$ cat config.mk
export PLATFORM = sky130hd
export DESIGN_NAME = sr_in_reader_flat
export DESIGN_NICKNAME = d
export VERILOG_FILES = /design/src/rtl/sr_in_reader_if.sv /design/src/rtl/sr_in_reader.sv /design/src/flat_wrapper.sv
export SDC_FILE = /design/constraint.sdc
export NUM_CORES = 1
export LEC_CHECK = 0
export CAP_MARGIN = 20
export CORE_MARGIN = 2
export CORE_UTILIZATION = 50
export CTS_CLUSTER_DIAMETER = 100
export DETAILED_ROUTE_END_ITERATION = 10
export PLACE_DENSITY_LB_ADDON = 0.3
export SYNTH_ARGS = -nofsm -noshare
export SYNTH_HDL_FRONTEND = slang
export SYNTH_SLANG_ARGS = --single-unit
$ cat constraint.sdc
create_clock -name clk -period 3.8 [get_ports clk]
set_clock_uncertainty 0.15 [all_clocks]
set_input_delay 0.38 -clock clk [delete_from_list [all_inputs] [get_ports clk]]
set_output_delay 0.38 -clock clk [all_outputs]
set_load 0.05 [all_outputs]
$ cat src/rtl/sr_in_reader_if.sv
// Host-side handshake of the input shift-register reader: frame request plus
// the published word, its valid strobe and the busy flag.
interface sr_in_reader_if #(
  parameter int N_BITS = 16
);
  logic              start;
  logic [N_BITS-1:0] data_out;
  logic              valid;
  logic              busy;

  modport master (
    output start,
    input  data_out,
    input  valid,
    input  busy
  );

  modport slave (
    input  start,
    output data_out,
    output valid,
    output busy
  );
endinterface

$ cat src/rtl/sr_in_reader.sv
// Read controller for a 74HC165-style parallel-in/serial-out chain: loads the
// chain, clocks N_BITS out MSB-first and publishes the word with a valid pulse.
module sr_in_reader #(
  parameter int N_BITS     = 16,
  parameter int CLK_DIV    = 4,
  parameter int CONTINUOUS = 0
) (
  input  logic          clk,
  input  logic          rst_n,
  sr_in_reader_if.slave host,
  output logic          SR_STROBE,
  output logic          SR_SCLK,
  input  logic          SR_OUT
);

  localparam int PW = (CLK_DIV > 1) ? $clog2(CLK_DIV) : 1;
  localparam int BW = (N_BITS > 1) ? $clog2(N_BITS) : 1;

  typedef enum logic [2:0] {
    ST_IDLE   = 3'd0,
    ST_LOAD   = 3'd1,
    ST_SETTLE = 3'd2,
    ST_SHIFT  = 3'd3,
    ST_DONE   = 3'd4
  } state_t;

  state_t            state_r;
  logic [PW-1:0]     phase_r;
  logic [BW-1:0]     bit_r;
  logic [N_BITS-1:0] shift_r;
  logic [N_BITS-1:0] data_r;
  logic              valid_r;
  logic              busy_r;

  logic              phase_last_s;
  logic              bit_last_s;
  logic              run_s;
  logic [N_BITS-1:0] shift_next_s;

  // First bit received ends up in the MSB after N_BITS shifts.
  function automatic logic [N_BITS-1:0] shift_in(input logic [N_BITS-1:0] word,
                                                 input logic            b);
    return (word << 1'b1) | N_BITS'(b);
  endfunction

  assign phase_last_s = (phase_r == PW'(CLK_DIV - 1));
  assign bit_last_s   = (bit_r == BW'(N_BITS - 1));
  assign run_s        = host.start || (CONTINUOUS != 0);
  assign shift_next_s = shift_in(shift_r, SR_OUT);

  assign host.data_out = data_r;
  assign host.valid    = valid_r;
  assign host.busy     = busy_r;

  // Frame sequencer; every output is set on the edge that enters its state.
  always_ff @(posedge clk or negedge rst_n) begin
    if (!rst_n) begin
      state_r   <= ST_IDLE;
      phase_r   <= {PW{1'b0}};
      bit_r     <= {BW{1'b0}};
      shift_r   <= {N_BITS{1'b0}};
      data_r    <= {N_BITS{1'b0}};
      valid_r   <= 1'b0;
      busy_r    <= 1'b0;
      SR_STROBE <= 1'b1;
      SR_SCLK   <= 1'b0;
    end else begin
      valid_r <= 1'b0;
      case (state_r)
        ST_IDLE: begin
          SR_STROBE <= 1'b1;
          SR_SCLK   <= 1'b0;
          phase_r   <= {PW{1'b0}};
          if (run_s) begin
            state_r   <= ST_LOAD;
            SR_STROBE <= 1'b0;
            busy_r    <= 1'b1;
          end else begin
            busy_r <= 1'b0;
          end
        end

        ST_LOAD: begin
          if (phase_last_s) begin
            phase_r   <= {PW{1'b0}};
            state_r   <= ST_SETTLE;
            SR_STROBE <= 1'b1;
          end else begin
            phase_r <= phase_r + PW'(1);
          end
        end

        ST_SETTLE: begin
          if (phase_last_s) begin
            phase_r <= {PW{1'b0}};
            bit_r   <= {BW{1'b0}};
            state_r <= ST_SHIFT;
          end else begin
            phase_r <= phase_r + PW'(1);
          end
        end

        ST_SHIFT: begin
          if (!phase_last_s) begin
            phase_r <= phase_r + PW'(1);
          end else if (!SR_SCLK) begin
            // Sample at the end of the low half; no rising edge after the last bit.
            phase_r <= {PW{1'b0}};
            shift_r <= shift_next_s;
            if (bit_last_s) begin
              state_r <= ST_DONE;
              data_r  <= shift_next_s;
              valid_r <= 1'b1;
            end else begin
              SR_SCLK <= 1'b1;
            end
          end else begin
            phase_r <= {PW{1'b0}};
            SR_SCLK <= 1'b0;
            bit_r   <= bit_r + BW'(1);
          end
        end

        ST_DONE: begin
          phase_r <= {PW{1'b0}};
          if (CONTINUOUS != 0) begin
            state_r   <= ST_LOAD;
            SR_STROBE <= 1'b0;
          end else begin
            state_r <= ST_IDLE;
            busy_r  <= 1'b0;
          end
        end

        default: begin
          state_r   <= ST_IDLE;
          phase_r   <= {PW{1'b0}};
          busy_r    <= 1'b0;
          SR_STROBE <= 1'b1;
          SR_SCLK   <= 1'b0;
        end
      endcase
    end
  end

endmodule
$ cat src/flat_wrapper.sv
// flat-port wrapper written by rule: the top's interface ports become plain ports
module sr_in_reader_flat 
#(
  parameter int N_BITS     = 16,
  parameter int CLK_DIV    = 4,
  parameter int CONTINUOUS = 0
)
  (clk, rst_n, SR_STROBE, SR_SCLK, SR_OUT, host_start, host_data_out, host_valid, host_busy);
  sr_in_reader_if #(.N_BITS(N_BITS)) host_i ();
  input  logic clk;
  input  logic rst_n;
  output logic SR_STROBE;
  output logic SR_SCLK;
  input  logic SR_OUT;
  input wire logic [$bits(host_i.start)-1:0] host_start;
  output wire logic [$bits(host_i.data_out)-1:0] host_data_out;
  output wire logic [$bits(host_i.valid)-1:0] host_valid;
  output wire logic [$bits(host_i.busy)-1:0] host_busy;
  assign host_i.start = host_start;
  assign host_data_out = host_i.data_out;
  assign host_valid = host_i.valid;
  assign host_busy = host_i.busy;
  sr_in_reader #(.N_BITS(N_BITS), .CLK_DIV(CLK_DIV), .CONTINUOUS(CONTINUOUS)) u_core (.clk(clk), .rst_n(rst_n), .host(host_i), .SR_STROBE(SR_STROBE), .SR_SCLK(SR_SCLK), .SR_OUT(SR_OUT));
endmodule
==> flow_summary.yaml, run 1 <==
worst_setup_path:
  slowest_stage: "nor3_4"
  setup.worst_path.end_class: "flop"
  critPathRequiredTime_ns: 3.81
  start_kind: "flop"
  worstPathArrival_ns: 2.43
  cpLargestDelayFamily: "simple AND/OR/NAND/NOR gates"
  criticalPathCategory: "reg -> reg"
  path_max_fanout: 17
  critPathMaxStageDelay_ns: 0.80
  crit_buf_inv: 0
  crit_chain: "nand3b_2 -> nor3_4 -> mux2_2"
timing:
  setup-violations-final: 0
  slew_headroom_pct: 37.6
  fmax_ghz: 0.414
  tightest_slew_ns: 0.933
  slew_violations: 0
  hold_ws_ns: 0.0824
  rsz0062_at_grt: "no"
  hold_violations: 0
  fin_tns_setup_ns: 0
  period_needed_ns: 2.41
  fin_crit_sh_pct: 63.5
yosys:
  ys_types: 36
  yosysSeqAreaShare_pct: 59.4
  synthArstFlopShare_pct: 100
  synth_area_leaders: "dfrtp_1 58%, mux2_2 13%, mux2_4 7.3%"
  synth_top_cell_area_share_pct: 58.0
  synthCells: 130
  syn_avg_cell_area_sq_um: 14.3
  syn_nets: 136
  synth_commonest_cells: "43 x dfrtp_1, 22 x mux2_2, 9 x mux2_4"
  synth_ff_type: "dfrtp_1"
  synth-seq-cells: 44
  yosysWarnings: 0
  synth-edff-count: 0
  synth_top_area_cell: "dfrtp_1"
  syn_area_sq_um: 1860
  synth.most_common_cell: "dfrtp_1"
power:
  leakage_nw: 0.968
  ir_drop_mv: 0.241
  power_density_nw_per_um2: 354
floorplan:
  die_w_um: 64.9
  die_h_um: 64.9
  initial_utilization_pct: 51.5
  core_sq_um: 3610
  die_area_sq_um: 4210
  std_cell_rows: 22
  io_pins: 24
layout:
  drive_gt1_share_pct: 27.7
  multiInputGateArea_sq_um: 697
  nFillCells: 287
  n_antenna_cell: 0
  syn_to_final_growth_pct: 17.8
  nets: 160
  regArea_sq_um: 1100
clocking:
  cts_hold_buf: 0
  clkSlewWorstSetupHoldPaths_ns: 0.08
  cts_buffers: 5
  clkSinkCount: 44
  h-tree-depth: 2
  clk_latency_ns: 0.28
  cts_resized: 0
  cts_tree: "done"
  cts_setup_buffers: 0
  root_buffer: "clkbuf_8"
  clock_path_buffers: 2
place:
  portBuffers: 23
  gp_congestion: 0.776
  dp_hpwl_mm: 1.97
global_routing:
  antenna_found_initial: 0
  grt_overflow_total: 0
  grt_max_degree: 45
  grt_pass1_vias: 1152
  grt_pass1_wl_mm: 5.33
  grt_usage_pct: 16.9
routing:
  drc: 0
  dr_total_vias: 1078
  drt_wl_total_mm: 2.96
  drtIter0Drc: 58
  wl_per_cell_um: 14.6
  routed_via_density: 5.31
  dr.pass1.iters: 4
  antenna_left: 0
worst_hold_path:
  min_path_type: "in -> async"
flow_run:
  cap_violations: 0
run_status:
  status: "finished, final reports clean"
[layer usage]
layer  track usage [%]  up-vias  part of all wire [%]
met4              8.78        0                   1.8
met2              26.8       19                    48
met5                 0        -                     0
li1                  -      517                     -
met1              21.5      537                    47
met3              3.99        5                   3.3
[where the power goes]
group          leakage, nW  switching (mW)  total (mW)  internal, mW
clock               0.0455           0.139       0.287         0.148
combinational        0.352         0.00971      0.0140       0.00427
sequential           0.570         0.00194       0.473         0.471
[final cells by class]
cell class                 count  area share (%)
multi-input combinational     77            31.9
clock buffer                   8            4.12
timing repair buffer          23            10.3
sequential                    44            50.4
inverter                       3           0.515
tap                           48            2.75
[cells in the final DEF, fill, tap and decap left out, types with 2 or more instances in the layout]
cell / Yosys / final
a21oi_1: 2 / 2
and2_1: 2 / 2
clkbuf_1: 2 / 2
clkbuf_8: 0 / 6
clkdlybuf4s50_1: 0 / 22
dfrtp_1: 43 / 43
ha_1: 2 / 2
inv_1: 3 / 3
mux2_2: 22 / 22
mux2_4: 9 / 9
nand2_1: 7 / 7
nand3_1: 3 / 3
nor2_1: 3 / 3
nor3_1: 3 / 3
o21ai_0: 3 / 3
o31a_1: 2 / 2
[worst register-to-register path, delay by kind of cell (launching register included)]
kind | cells | cell delay (ns)
simple gates | 2 | 1.24
flops | 1 | 0.49
mux | 1 | 0.42
[registers in the layout (all words and copies together) (netlist names)]
name,flops
u_core.bit_r,4
u_core.host.data_out,16
u_core.SR_SCLK,1
u_core.shift_r,15
u_core.host.valid,1
u_core.phase_r,2
u_core.state_r,3
u_core.SR_STROBE,1
u_core.host.busy,1
[logic make-up (layout without fill, tap and decap cells)]
| kind of cell | after synthesis | in the layout | synth area share (%) |
|---|---|---|---|
| compound gates | 16 | 16 | 6.20 |
| mux | 31 | 31 | 20.6 |
| flops | 44 | 44 | 59.4 |
| buf+inv | 9 | 34 | 3.03 |
| simple gates | 28 | 28 | 9.37 |
| fa+ha+maj | 2 | 2 | 1.35 |
[path summary, 6_finish.rpt]
kind | end | startpoint | slack (ns) | cells after the start
min reg2reg | u_core.phase_r[0]$_DFF_PN0_ | u_core.phase_r[0]$_DFF_PN0_ | 0.29 | 1
max | u_core.host.data_out[8]$_DFFE_PN0P_ | u_core.state_r[2]$_DFFE_PN0P_ | 1.39 | 3
min in group clk | u_core.phase_r[0]$_DFF_PN0_ | u_core.phase_r[0]$_DFF_PN0_ | 0.29 | 1
min | u_core.host.data_out[2]$_DFFE_PN0P_ | rst_n | 0.08 | 1
max reg2reg | u_core.host.data_out[8]$_DFFE_PN0P_ | u_core.state_r[2]$_DFFE_PN0P_ | 1.39 | 3
max in group asynchronous | u_core.host.data_out[13]$_DFFE_PN0P_ | rst_n | 2.83 | 1
[stage by stage]
step	setup WS, ns	utilization, %	power [mW]	cells	cell area (sq um)
6_report	1.39	60.6	0.774	203	2190
5_1_grt	1.22	60.6	0.804	203	2190
4_1_cts	1.37	60.6	0.784	203	2190
3_5_place_dp	1.38	58.1	0.497	195	2100
3_3_place_gp	1.47	58.1	0.496	195	2100
2_1_floorplan	1.81	-	0.484	130	1860
(Power assumes the default switching activity.)
==> inputs of run 2 (changes only) <==
--- a/config.mk
+++ b/config.mk
@@ -7,7 +7,7 @@
 export LEC_CHECK = 0
 export CAP_MARGIN = 20
 export CORE_MARGIN = 2
-export CORE_UTILIZATION = 50
+export CORE_UTILIZATION = 48
 export CTS_CLUSTER_DIAMETER = 100
 export DETAILED_ROUTE_END_ITERATION = 10
 export PLACE_DENSITY_LB_ADDON = 0.3
==> constraint.sdc (replaced) <==
create_clock -name clk -period 1.93 [get_ports clk]
set_clock_uncertainty 0.15 [all_clocks]
set_input_delay 0.193 -clock clk [delete_from_list [all_inputs] [get_ports clk]]
set_output_delay 0.193 -clock clk [all_outputs]
set_load 0.05 [all_outputs]
==> flow_summary.yaml, run 2 (same netlist as run 1, synthesis figures left out) <==
layout:
  final_common_cell: "dfrtp_1"
  nets: 167
  nFillCells: 305
  mostFrequentLayoutCells: "42 x dfrtp_1, 22 x mux2_2, 20 x clkdlybuf4s50_1"
  largest_reg_flops: 16
  utilization_pct: 61.3
  regArea_sq_um: 1100
  drive_gt1_share_pct: 33.3
  multiInputGateArea_sq_um: 702
  n_antenna_cell: 0
  stdcell_area_sq_um: 2260
  syn_to_final_growth_pct: 21.9
routing:
  dr.pass1.iters: 4
  wl_per_cell_um: 15.0
  routed_via_density: 5.33
  drc: 0
  drt_wl_total_mm: 3.14
  drtIter0Drc: 43
  dr_total_vias: 1120
  antenna_left: 0
floorplan:
  core_sq_um: 3690
  die_area_sq_um: 4380
  initial_utilization_pct: 50.3
  io_pins: 24
  die_h_um: 66.2
  die_w_um: 66.2
  std_cell_rows: 22
clocking:
  clock_path_buffers: 2
  cts_buffers: 5
  clkSlewWorstSetupHoldPaths_ns: 0.08
  cts_tree: "done"
  root_buffer: "clkbuf_8"
  cts_setup_buffers: 0
  clk_latency_ns: 0.30
  clkSinkCount: 44
  h-tree-depth: 2
timing:
  setup_ws_ns: 0.0962
  period_needed_ns: 1.83
  setup-violations-final: 0
  slew_headroom_pct: 53.3
  hold_ws_ns: 0.292
  rsz0062_at_grt: "no"
  slew_violations: 0
  fin_tns_setup_ns: 0
  tightest_slew_ns: 0.701
  fin_crit_sh_pct: 95.0
  hold_violations: 0
  fmax_ghz: 0.545
global_routing:
  grt_usage_pct: 16.8
  grt_pass1_wl_mm: 5.40
  grt_max_degree: 34
  antenna_found_initial: 0
  grt_pass1_vias: 1142
  grt_overflow_total: 0
flow_run:
  cap_violations: 0
worst_setup_path:
  worstPathArrival_ns: 1.49
  crit_chain: "clkdlybuf4s50_1"
  critPathMaxStageDelay_ns: 0.83
  criticalPathCategory: "reg -> out"
  crit_buf_inv: 1
  critPathRequiredTime_ns: 1.59
  path_max_fanout: 2
  cpLargestDelayFamily: "buffers and inverters"
  setup.worst_path.end_class: "output pin"
  start_kind: "flop"
  slowest_stage: "clkdlybuf4s50_1"
worst_hold_path:
  min_path_type: "reg -> reg"
power:
  leakage_nw: 1.00
  ir_drop_mv: 0.510
  power_density_nw_per_um2: 671
place:
  gp_congestion: 0.761
  portBuffers: 23
  place_area_sq_um: 2160
  dp_hpwl_mm: 2.21
  place_ws_ns: 0.0770
run_status:
  status: "finished, final reports clean"
==> run 2: changes by cell type in the layout (fill, tap and decap cells not counted) <==
| cell | delta |
|---|---|
| buf_4 | +6 |
| buf_12 | +2 |
| clkdlybuf4s50_1 | -2 |
| clkbuf_1 | -1 |
| clkbuf_8 | -1 |
| clkinv_2 | +1 |
| clkinvlp_4 | +1 |
| dfrtp_1 | -1 |
| dfrtp_2 | +1 |
| dlygate4sd3_1 | +1 |
| nand3_1 | -1 |
| nand3_2 | +1 |
==> run 2: area by class of cell <==
type / instances / area share [%]
clock buffers: 6 / 3.21
flip-flops and latches: 44 / 48.8
multi-input cells: 77 / 31.0
clock inverters: 2 / 0.553
inverters: 3 / 0.498
repair buffers: 30 / 13.3
well taps: 48 / 2.65
==> run 2: repair_timing <==
action,4_1_cts,5_1_grt
hold buffers,1,0
endpoints found under the hold margin,31,0
setup endpoints to repair,0,7
gates resized for setup,0,1
==> run 2: path summary, 6_finish.rpt <==
check	startpoint	to	slack, ns	cells after the start
setup / recovery	u_core.host.data_out[7]$_DFFE_PN0P_	host_data_out[7]	0.1	1
hold / removal	u_core.phase_r[0]$_DFF_PN0_	u_core.phase_r[0]$_DFF_PN0_	0.29	1
setup reg to reg	u_core.bit_r[0]$_DFFE_PN0P_	u_core.host.data_out[8]$_DFFE_PN0P_	0.13	5
hold reg to reg	u_core.phase_r[0]$_DFF_PN0_	u_core.phase_r[0]$_DFF_PN0_	0.29	1
max in group asynchronous	rst_n	u_core.shift_r[14]$_DFFE_PN0P_	0.67	3
min in group asynchronous	rst_n	u_core.host.data_out[1]$_DFFE_PN0P_	0.33	2
==> run 2: power breakdown <==
part	total (mW)	leakage, nW	switching [mW]	internal, mW
Sequential	0.930	0.568	0.00390	0.926
Clock	0.557	0.0412	0.304	0.253
Combinational	0.0310	0.393	0.0199	0.0111
==> run 2: routing by layer <==
layer  vias to the layer above  GRT usage (%)  wire length [um]
li1                        528              -                 -
met1                       562           21.5              1410
met2                        22           26.1              1550
met3                         8           5.96               122
met4                         0           6.89                62
met5                         -              0                 0
==> run 2: metrics by stage <==
stage	total power, mW	std cells
floorplan	0.953	130
global placement	0.977	201
detailed placement	0.980	201
CTS	1.54	210
global route	1.58	210
finish	1.52	210
==> inputs of run 3 (changes only) <==
--- a/config.mk
+++ b/config.mk
@@ -11,6 +11,7 @@
 export CTS_CLUSTER_DIAMETER = 100
 export DETAILED_ROUTE_END_ITERATION = 10
 export PLACE_DENSITY_LB_ADDON = 0.3
+export SLEW_MARGIN = 20
 export SYNTH_ARGS = -nofsm -noshare
 export SYNTH_HDL_FRONTEND = slang
 export SYNTH_SLANG_ARGS = --single-unit
==> constraint.sdc (replaced) <==
create_clock -name clk -period 1.93 [get_ports clk]
set_clock_uncertainty 0.15 [all_clocks]
set_input_delay 0.579 -clock clk [delete_from_list [all_inputs] [get_ports clk]]
set_output_delay 0.579 -clock clk [all_outputs]
set_load 0.05 [all_outputs]
==> flow_summary.yaml, run 3 (same netlist as run 1, synthesis figures left out) <==
routing:
  dr_total_vias: 1141
  drtIter0Drc: 56
  drt_wl_total_mm: 3.23
  dr.pass1.iters: 4
  antenna_left: 0
  drc: 0
  routed_via_density: 5.43
  wl_per_cell_um: 15.4
place:
  dpl.cell_count: 202
  place_area_sq_um: 2390
  dp_hpwl_mm: 2.35
  gp_congestion: 0.739
  portBuffers: 23
worst_setup_path:
  criticalPathCategory: "reg -> reg"
  worstPathArrival_ns: 1.83
  setup.worst_path.end_class: "flop"
  start_kind: "flop"
  path_max_fanout: 17
  critPathRequiredTime_ns: 1.96
timing:
  fmax_ghz: 0.558
  tightest_slew_ns: 0.456
  hold_ws_ns: 0.0663
  fin_tns_setup_ns: 0
  hold_violations: 0
  period_needed_ns: 1.79
  slew_violations: 0
  fin_crit_sh_pct: 92.9
  rsz0062_at_grt: "no"
  setup-violations-final: 0
  slew_headroom_pct: 69.6
global_routing:
  grt_pass1_vias: 1191
  antenna_found_initial: 0
  grt_usage_pct: 17.6
  grt_pass1_wl_mm: 5.64
  grt_busiest_layer: "met2"
  grt_use_met2_pct: 27.1
  grt_overflow_total: 0
  grt_max_degree: 27
  gr-usage-met1_pct: 22.5
  met3_usage_pct: 6.30
floorplan:
  die_h_um: 66.2
  initial_utilization_pct: 50.3
  io_pins: 24
  die_w_um: 66.2
  std_cell_rows: 22
  core_sq_um: 3690
  die_area_sq_um: 4380
clocking:
  clkSinkCount: 44
  clock_path_buffers: 2
  cts_hold_buf: 0
  clk_latency_ns: 0.30
  clkSlewWorstSetupHoldPaths_ns: 0.08
  cts_tree: "done"
  cts_buffers: 5
  h-tree-depth: 2
  root_buffer: "clkbuf_8"
layout:
  instances_no_fill: 210
  nFillCells: 260
  n_antenna_cell: 0
  syn_to_final_growth_pct: 35.5
  largest_reg_flops: 16
  drive_gt1_share_pct: 45.7
  nets: 167
  regArea_sq_um: 1100
  multiInputGateArea_sq_um: 702
  mostFrequentLayoutCells: "42 x dfrtp_1, 23 x buf_12, 22 x mux2_2"
  stdcell_area_sq_um: 2510
  final_common_cell: "dfrtp_1"
flow_run:
  cap_violations: 0
run_status:
  status: "finished, final reports clean"
power:
  power_density_nw_per_um2: 676
  ir_drop_mv: 0.605
  leakage_nw: 1.12
worst_hold_path:
  min_path_type: "in -> async"
==> run 3: cell count changes in the layout (fill, tap and decap cells not counted), sizes merged <==
cell	delta
buf	+19
bufinv	+1
clkdlybuf4s50	-18
clkinvlp	-1
dlygate4sd3	-1
==> run 3: path summary, 6_finish.rpt <==
check	startpoint	endpoint	slack [ns]	cells after the start
hold reg to reg	u_core.phase_r[0]$_DFF_PN0_	u_core.phase_r[0]$_DFF_PN0_	0.31	1
setup / recovery	u_core.bit_r[0]$_DFFE_PN0P_	u_core.host.data_out[9]$_DFFE_PN0P_	0.14	5
min in group clk	u_core.phase_r[0]$_DFF_PN0_	u_core.phase_r[0]$_DFF_PN0_	0.31	1
max in group asynchronous	rst_n	u_core.shift_r[7]$_DFFE_PN0P_	1.07	2
hold / removal	rst_n	u_core.host.data_out[2]$_DFFE_PN0P_	0.07	1
setup reg to reg	u_core.bit_r[0]$_DFFE_PN0P_	u_core.host.data_out[9]$_DFFE_PN0P_	0.14	5
==> run 3: layout make-up <==
type | instances | area share (%)
Clock buffer | 6 | 3.29
Inverter | 3 | 0.448
Tap cell | 48 | 2.39
Clock inverter | 2 | 1.54
Multi-Input combinational cell | 77 | 27.9
Timing Repair Buffer | 30 | 20.5
Sequential cell | 44 | 43.9
==> run 3: power breakdown <==
part           internal [mW]  total (mW)  switching, mW  leakage [nW]
sequential             0.926       0.930        0.00395         0.568
combinational         0.0124      0.0332         0.0208         0.495
clock                  0.423       0.737          0.314        0.0614
==> run 3: stage by stage <==
stage / util (%) / setup WS (ns) / power, mW
finish: 68.1 / 0.138 / 1.70
global route: 68.1 / 0.0409 / 1.77
CTS: 68.0 / 0.0664 / 1.71
detailed placement: 64.7 / 0.0810 / 0.983
global placement: 64.7 / 0.175 / 0.981
floorplan: - / 0.0637 / 0.953
==> run 3: worst max-delay path, cell delays in order (launching register included) <==
cell     delay (ns)
dfrtp_1        0.41
ha_1           0.21
nand3_2        0.13
nor3_4         0.23
buf_12         0.19
mux2_2         0.35
==> run 3: repair_timing <==
item,CTS,global route
gates resized for setup,0,1
buffers inserted,0,0
setup endpoints to repair,0,7
==> run 3: metal layers <==
layer / part of all wire, % / vias to the layer above
met5: 0 / -
met4: 2.2 / 0
met3: 5.7 / 9
met2: 50 / 28
met1: 42 / 578
li1: - / 526
==> RTL edit, RTL diff (config.mk and constraints of run 2) <==
Reset style: synchronous (`rst_n`), changed in one clocked block.
--- a/src/rtl/sr_in_reader.sv
+++ b/src/rtl/sr_in_reader.sv
@@ -53,7 +53,7 @@
   assign host.busy     = busy_r;
 
   // Frame sequencer; every output is set on the edge that enters its state.
-  always_ff @(posedge clk or negedge rst_n) begin
+  always_ff @(posedge clk) begin
     if (!rst_n) begin
       state_r   <= ST_IDLE;
       phase_r   <= {PW{1'b0}};
Formal check against the unedited RTL: differs if rst_n is asserted again (counterexample within 4 cycles, from zero or initial values and one cycle with rst_n low); with rst_n held inactive, the same outputs for 10 cycles.
==> RTL edit against run 2 <==
Wire length is 4.0% higher; sequential cell count stayed put; design area is 3.0% lower; die area is 1.6% lower; setup slack better by 0.051 ns; largest cell class unchanged; critical path type unchanged; critical endpoint is now host_data_out[2]; synthesized area is 1.7% lower.
Power is not compared: it rests on default switching activity, and its combinational part moved more than twofold at a synthesized area within 25%.
==> RTL edit: results (changes against run 2) <==
fin_nets: 240  # +44%
powerDensity_nw_per_um2: 871.9
grt_pass1_wl_um: 5561  # +3.1%
synth_nets: 217  # +60%
viasPerCell: 5.206  # -2.4%
track_usage_pct: 16.67  # -0.18 points
outcome: "finished clean"
diodes: 0  # unchanged
yosysUniqueCellTypes: 37  # +2.8%
synth_common_cells: "nand2_1, dfxtp_1, nand3_1, a21boi_0, buf_2"
slowest_stage: "clkdlybuf4s50_1"
drive_gt1_share_pct: 8.120  # -25 points
gp_congestion: 0.8562  # +13%
reg2reg_slack_ns: 0.20  # +0.07 ns
setup.worst_path.end: "host_data_out[2]"
grt_pass1_vias: 1284  # +12%
detailed_place_hpwl_um: 2105  # -4.8%
fin_ws_ns: 0.1467  # +0.05058 ns
hp-class: "flip-flop to flip-flop"
worstReg2RegEnd: "u_core.state_r[0]"
use_met3_pct: 5.651  # -0.31 points
placed_area_um2: 2112  # -2.3%
final_area_um2: 2193  # -3.0%
post_cts_resized: 0  # unchanged
vias: 1468  # +31%
p_leak_nw: 0.8445
wire_per_inst_um: 11.60  # -23%
fillers: 339  # +11%
synthTopCellsByArea: "dfxtp_1, nand2_1, nand3_1"
holdWs_ns: 0.2846  # -0.007213 ns
r2r-start: "u_core.state_r[1]"
synth_mux_area_share_pct: 0.5487  # -20 points
place_ws_ns: 0.2086  # +0.1317 ns
io_buffers: 23  # unchanged
dp_cells: 275  # +37%
synth-main-ff-cell: "dfxtp_1"
hold_end: "u_core.phase_r[0]"
crit_start: "u_core.host.data_out[2]"
synth_compound_area_share_pct: 13.10  # +6.9 points
cts_buffers: 5  # unchanged
p_sw_w: 0.0005658
grt_util_met1_pct: 22.58  # +1.1 points
worstMarginPinSlew_ns: 0.4989  # -0.2016 ns
clk_path_buf_depth: 2  # unchanged
synth-adder-area-share_pct: 1.372  # +0.023 points
grt_max_degree: 43  # +26%
peakVddDrop_mv: 0.3923
postSynthAreaPerCell_um2: 8.646  # -39%
slowest_delay_ns: 0.81  # -0.02 ns
worst_ep_arrival_time_ns: 1.44  # -0.05 ns
met2_usage_pct: 24.87  # -1.3 points
hold_path_depth: 1  # unchanged
synth-xor-area-share_pct: 0.9602  # +0.96 points
reg2reg_depth: 4  # -1
min_from: "u_core.phase_r[0]"
largest_reg_flops: 16  # unchanged
drt_iter0_markers: 106  # +150%
yosysSeqAreaShare_pct: 48.29  # -11 points
clockRootBuffer: "clkbuf_8"
synth-async-reset-ratio_pct: 0  # -100 points
[RTL edit: cell types whose count changed in the layout (fill, tap and decap cells not counted), sizes merged, moves of 2 or more]
cell,before,now
dfxtp,0,44
dfrtp,43,0
nand2,7,49
nand3,3,36
mux2,31,0
a21boi,1,16
a21oi,2,7
nor2b,0,5
a21o,0,3
a32oi,0,2
clkdlybuf4s50,20,22
o31a,2,0
xnor2,0,2
[RTL edit: final cells by class]
type	instances	area share (%)
clock inverter	2	0.5705
tap	48	2.738
inverter	3	0.5134
sequential	44	40.16
multi-input combinational	150	38.96
timing repair buffer	30	13.92
clock buffer	5	3.137
[RTL edit: routing by layer]
| layer | routed length, um | vias to the layer above |
|---|---|---|
| met5 | 0 | - |
| met4 | 48 | 0 |
| met3 | 163 | 5 |
| met2 | 1326 | 30 |
| met1 | 1733 | 663 |
| li1 | - | 770 |
